==> src/rtl/alu_op_sequencer.sv <==
// Purpose : sequences one ALU command through register read, execute and write-back.
// Latency : accept at edge k -> o_done high between edges k+2 and k+3, register write lands at edge k+3.
// Backpr. : o_cmd_ready is high only in IDLE; one command per 4 cycles, command fields ignored while busy.
//
// Ports:
//   i_clk, i_rst_n (async, active-low)
//   i_cmd_valid/o_cmd_ready, i_cmd_src1/src2/dest, i_cmd_op, i_cmd_nowb : command handshake and fields
//   o_rf_addr1/addr2 + i_rf_data_a/b : register-file reads (combinational read data)
//   o_rf_dest/o_rf_wdata/o_rf_write  : register-file write-back
//   o_alu_srca/srcb/op + i_alu_result/zero : external combinational ALU
//   o_done, o_result, o_zero, o_busy, o_cmd_count : status
module alu_op_sequencer #(
  parameter int WIDTH = 16,
  parameter int AW    = 4
) (
  input  logic             i_clk,
  input  logic             i_rst_n,
  input  logic             i_cmd_valid,
  output logic             o_cmd_ready,
  input  logic [AW-1:0]    i_cmd_src1,
  input  logic [AW-1:0]    i_cmd_src2,
  input  logic [AW-1:0]    i_cmd_dest,
  input  logic             i_cmd_op,
  input  logic             i_cmd_nowb,
  output logic [AW-1:0]    o_rf_addr1,
  output logic [AW-1:0]    o_rf_addr2,
  output logic [AW-1:0]    o_rf_dest,
  output logic [WIDTH-1:0] o_rf_wdata,
  output logic             o_rf_write,
  input  logic [WIDTH-1:0] i_rf_data_a,
  input  logic [WIDTH-1:0] i_rf_data_b,
  output logic [WIDTH-1:0] o_alu_srca,
  output logic [WIDTH-1:0] o_alu_srcb,
  output logic             o_alu_op,
  input  logic [WIDTH-1:0] i_alu_result,
  input  logic             i_alu_zero,
  output logic             o_done,
  output logic [WIDTH-1:0] o_result,
  output logic             o_zero,
  output logic             o_busy,
  output logic [7:0]       o_cmd_count
);

  typedef enum logic [1:0] {
    S_IDLE = 2'd0,
    S_READ = 2'd1,
    S_EXEC = 2'd2,
    S_WB   = 2'd3
  } state_t;

  state_t           r_state;
  logic [AW-1:0]    r_src1;
  logic [AW-1:0]    r_src2;
  logic [AW-1:0]    r_dest;
  logic             r_op;
  logic             r_nowb;
  logic [WIDTH-1:0] r_opa;
  logic [WIDTH-1:0] r_opb;
  logic [WIDTH-1:0] r_result;
  logic             r_zero;
  logic             r_rf_write;
  logic             r_done;
  logic             r_cmd_ready;
  logic [7:0]       r_count;

  // Write enable and done are registered on the EXEC->WB transition so they
  // are high exactly for the WB cycle and never combinationally from inputs.
  always_ff @(posedge i_clk or negedge i_rst_n) begin
    if (!i_rst_n) begin
      r_state     <= S_IDLE;
      r_src1      <= '0;
      r_src2      <= '0;
      r_dest      <= '0;
      r_op        <= 1'b0;
      r_nowb      <= 1'b0;
      r_opa       <= '0;
      r_opb       <= '0;
      r_result    <= '0;
      r_zero      <= 1'b0;
      r_rf_write  <= 1'b0;
      r_done      <= 1'b0;
      r_cmd_ready <= 1'b1;
      r_count     <= '0;
    end else begin
      r_rf_write <= 1'b0;
      r_done     <= 1'b0;
      case (r_state)
        S_IDLE: begin
          if (i_cmd_valid) begin
            r_src1      <= i_cmd_src1;
            r_src2      <= i_cmd_src2;
            r_dest      <= i_cmd_dest;
            r_op        <= i_cmd_op;
            r_nowb      <= i_cmd_nowb;
            r_cmd_ready <= 1'b0;
            r_state     <= S_READ;
          end
        end
        S_READ: begin
          r_opa   <= i_rf_data_a;
          r_opb   <= i_rf_data_b;
          r_state <= S_EXEC;
        end
        S_EXEC: begin
          // NOWB commands still refresh result and zero flag.
          r_result   <= i_alu_result;
          r_zero     <= i_alu_zero;
          r_rf_write <= ~r_nowb;
          r_done     <= 1'b1;
          r_state    <= S_WB;
        end
        S_WB: begin
          r_count     <= r_count + 8'd1;
          r_cmd_ready <= 1'b1;
          r_state     <= S_IDLE;
        end
        default: begin
          r_cmd_ready <= 1'b1;
          r_state     <= S_IDLE;
        end
      endcase
    end
  end

  // All outputs come straight from registers, so they hold their last value
  // outside the states that use them.
  assign o_cmd_ready = r_cmd_ready;
  assign o_busy      = ~r_cmd_ready;
  assign o_rf_addr1  = r_src1;
  assign o_rf_addr2  = r_src2;
  assign o_rf_dest   = r_dest;
  assign o_rf_wdata  = r_result;
  assign o_rf_write  = r_rf_write;
  assign o_alu_srca  = r_opa;
  assign o_alu_srcb  = r_opb;
  assign o_alu_op    = r_op;
  assign o_done      = r_done;
  assign o_result    = r_result;
  assign o_zero      = r_zero;
  assign o_cmd_count = r_count;

endmodule

==> config.mk <==
export PLATFORM = sky130hd
export DESIGN_NAME = alu_op_sequencer
export DESIGN_NICKNAME = d
export VERILOG_FILES = /design/src/rtl/alu_op_sequencer.sv
export SDC_FILE = /design/constraint.sdc
export NUM_CORES = 1
export LEC_CHECK = 0
export BUFFER_PORTS_ARGS = -buffer_cell sky130_fd_sc_hd__buf_2
export CORE_MARGIN = 1
export CORE_UTILIZATION = 39
export CTS_CLUSTER_SIZE = 28
export DETAILED_ROUTE_END_ITERATION = 8
export GPL_ROUTABILITY_DRIVEN = 0
export PLACE_DENSITY = 0.7
export SYNTH_ARGS = -nofsm -noshare
export SYNTH_HDL_FRONTEND = slang
export SYNTH_SLANG_ARGS = --single-unit
==> constraint.sdc <==
create_clock -name i_clk -period 2.45 [get_ports i_clk]
set_input_delay 0.1225 -clock i_clk [delete_from_list [all_inputs] [get_ports i_clk]]
set_output_delay 0.1225 -clock i_clk [all_outputs]
set_load 0.01 [all_outputs]
==> flow_metrics.env <==
export IMPL_pwr_share_clk_pct=18.1
export IMPL_placedInstanceArea_sq_mm=0.003821
export IMPL_fp_coreArea_sq_mm=0.007687
export IMPL_syn_area_sq_mm=0.003083
export IMPL_die_area_sq_mm=0.008265
export IMPL_critical_path_peak_fanout=11
export IMPL_met3WireLength_microns=396
export IMPL_antenna_cells=0
export IMPL_synth_largest_type_area_fraction_pct=60.88
export IMPL_routedLengthMet1_microns=2373
export IMPL_setup_worst_path_start="r_state[0]"
export IMPL_drv_max_cap_violation_count=0
export IMPL_ys_seq_area_share_pct=61.73
export IMPL_fillerInstances=670
export IMPL_tritoncts_num_buffers=9
export IMPL_period_minus_slack_ps=1721
export IMPL_synth_cell_types=22
export IMPL_setup_worst_path_start_class="flip-flop"
export IMPL_routed_wl_microns=5848
export IMPL_vias=2108
export IMPL_htreeDepth=3
export IMPL_grt_usage_pct=14.76
export IMPL_unrepaired_setup_endpoints_after_global_routing="no"
export IMPL_timing_worst_slew_pin_value_ps=924.7
export IMPL_slew_headroom_pct=38.36
export IMPL_postLayoutCellArea_sq_mm=0.004265
export IMPL_detail_route_drc_violations=0
export IMPL_synthAdderAreaFrac_pct=2.435
export IMPL_cp_depth=4
export IMPL_setup_viol_count_final=0
export IMPL_holdCritPathClass="in -> reg"
export IMPL_synth_top_family_by_area="multiplexers"
export IMPL_detail_route_wl_per_cell_microns=12.39
export IMPL_setup_tns_ps=0
export IMPL_rr_startpoint="r_state[0]"
export IMPL_clkSinkCount=76
export IMPL_cp_data_arrival_time_ps=1930
export IMPL_fin_util_pct=55.48
export IMPL_worst_skew_pair_late_latency_ps=330
export IMPL_synthesis_yosys_warnings=0
export IMPL_leftover_overflow_at_the_end_of_global_routing=0
export IMPL_syn_nets=272
export IMPL_most_common_cell_after_layout_fill_and_taps_aside="buf_2"
export IMPL_synth_simple_gate_area_share_pct=3.166
export IMPL_top_layer_used="met4"
export IMPL_via_count_of_the_first_global_routing_pass=2134
export IMPL_wp_data_required_ps=2660
export IMPL_drt_antenna_net_count=0
export IMPL_max_clock_freq_ghz=0.5811
export IMPL_finalHoldViolCount=0
export IMPL_critPathKind="reg -> reg"
export IMPL_die_h_microns=90.91
export IMPL_cp_end_kind="flip-flop"
export IMPL_synthesis_instances=200
export IMPL_power_density_mw_per_mm2=1341
export IMPL_critical_path_top_delay_family="adder cells"
export IMPL_timing_clock_skew_ps=6.888
export IMPL_count_of_placed_standard_cells_including_taps=435
export IMPL_cts_tree="done"
export IMPL_placement_rows=32
export IMPL_synth_compound_gate_area_share_pct=0.3247
export IMPL_design_final_nets=438
export IMPL_area_delta_synth_final_pct=38.35
export IMPL_worst_hold_slack_ps=19.99
export IMPL_antenna_found_initial=0
export IMPL_synth_mux_area_fraction_pct=24.07
export IMPL_leakagePower_uw=0.002147
export IMPL_worstSetupEndpoint="o_result[2]"
export IMPL_clkTransAtPathRegs_ps=70
export IMPL_avg_synthesized_cell_area_sq_um=15.41
export IMPL_grt_max_degree=77
export IMPL_wl_met2_microns=2983
export IMPL_die_width_microns=90.91
export IMPL_dr_first_iter_drc_count=44
export IMPL_final_cell_mix="buf_2 (154), dfrtp_1 (75), mux2_2 (63)"
export IMPL_cp_max_delay_cell="ha_1"
export IMPL_clock_root_buffer="clkbuf_8"
export IMPL_pwr_share_comb_pct=42.4
export IMPL_reg2regPathDepth=4
export IMPL_layout_cells_non_filler=472
export IMPL_run_status="completed"
export IMPL_avgViaCountPerCell=4.466
export IMPL_synth_top_cells_by_area="dfrtp_1 (61%), mux2_2 (23%), buf_4 (4.9%)"
export IMPL_wire_length_of_the_first_global_routing_pass_microns=9673
export IMPL_final_min_period_over_clock_period_pct=70.24
export IMPL_critical_path_buf_inv_count=2
export IMPL_start_util_pct=40.10
export IMPL_cts_buffer_depth=2
export IMPL_slowest_delay_ps=440
export IMPL_power_internal_uw=3805
export IMPL_cts_resized=0
export IMPL_reg2reg_setup_slack_ps=730
export IMPL_power_switching_uw=1916
export IMPL_yosys_register_bits=76
export IMPL_synth_area_in_xor_xnor_pct=1.989
export IMPL_rr_endpoint="o_result[2]"
export IMPL_max_vdd_ir_drop_uv=637.2
export IMPL_final_max_slew_viol_count=0
export IMPL_hpwlAfterDp_microns=4116
export IMPL_timing_critical_path_cells="inv_1, ha_1, buf_4, mux2_2"
export IMPL_first_pass_iters=3
export IMPL_ioPinCount=156
export IMPL_final_layout_size_suffix_gt1_share_pct=64.59
export IMPL_port_buffer_count=155
export IMPL_netlist_top_cell_by_area="dfrtp_1"
export IMPL_share_seq_of_total_power_pct=39.5
export IMPL_swShare_pct=33.49
[worst min path at each step]
stage	from	to	slack [ps]	depth (start not counted)
6_report	i_rf_data_b[12]	o_alu_srcb[12]	20	2
5_1_grt	i_alu_zero	o_zero	4	2
4_1_cts	i_rf_data_a[4]	o_alu_srca[4]	0.06	2
3_5_place_dp	i_rst_n	o_cmd_count[5]	320	1
3_3_place_gp	i_rst_n	o_cmd_count[5]	320	1
2_1_floorplan	i_rst_n	o_alu_op	-170	0
[stage by stage]
step | power [uW] | worst slack [ps]
floorplan | 3949 | 974.3
global placement | 4642 | 771.0
detailed placement | 4718 | 719.4
CTS | 5804 | 711.0
global route | 6115 | 629.6
finish | 5721 | 729.1
[layout make-up]
| cell class | instances | area [sq um] | share of cell area (%) |
|---|---|---|---|
| clock buffers | 11 | 151.4 | 3.549 |
| flip-flops and latches | 76 | 1903 | 44.62 |
| inverters | 3 | 11.26 | 0.2640 |
| multi-input cells | 97 | 985.9 | 23.12 |
| well taps | 102 | 127.6 | 2.992 |
| clock inverters | 4 | 72.57 | 1.701 |
| repair buffers | 179 | 1013 | 23.76 |
[power by group through the flow]
stage / registers (uW) / clock network (uW) / logic (uW)
2_1_floorplan: 2550 / 0 / 1400
3_3_place_gp: 2250 / 0 / 2390
3_5_place_dp: 2280 / 0 / 2430
4_1_cts: 2260 / 1080 / 2460
5_1_grt: 2350 / 1130 / 2630
6_report: 2260 / 1030 / 2430
[synth_stat cells]
library cell / n
nand2_1: 5
xnor2_1: 2
buf_6: 2
a21oi_1: 2
nor4_4: 1
mux2_2: 63
nor2b_1: 2
dfstp_2: 1
dfrtp_1: 75
nand2_4: 1
nand4_1: 1
inv_1: 3
nor3_1: 2
mux2i_1: 1
clkbuf_2: 1
buf_2: 1
ha_1: 6
mux2_1: 2
nor2_1: 3
nand2_2: 1
xor2_1: 5
buf_4: 20
[metal layers]
metal  up-vias  track usage, %
li1        992               -
met1      1018           16.73
met2        89           26.58
met3         9           3.535
met4         0           5.952
met5         -               0
[registers in the layout, summed over array words and instances (netlist names)]
name and flops:
r_nowb 1, o_rf_dest 4, o_result 16, r_state 2, o_rf_write 1, o_rf_addr1 4
o_cmd_count 8, o_rf_addr2 4, o_alu_op 1, o_alu_srca 16, o_alu_srcb 16, o_cmd_ready 1
o_zero 1, o_done 1
[logic make-up (layout without fill, tap and decap cells)]
family	count (synthesis)	in the layout
buf+inv	27	197
simple gates	16	16
flops	76	76
fa+ha+maj	6	6
mux	66	66
xor+xnor	7	7
compound gates	2	2
[repair_timing]
action	4_1_cts	5_1_grt
hold buffers	22	0
setup buffers	0	0
endpoints found under the hold margin	96	0
Note: power is estimated with default switching activity, not from simulation.
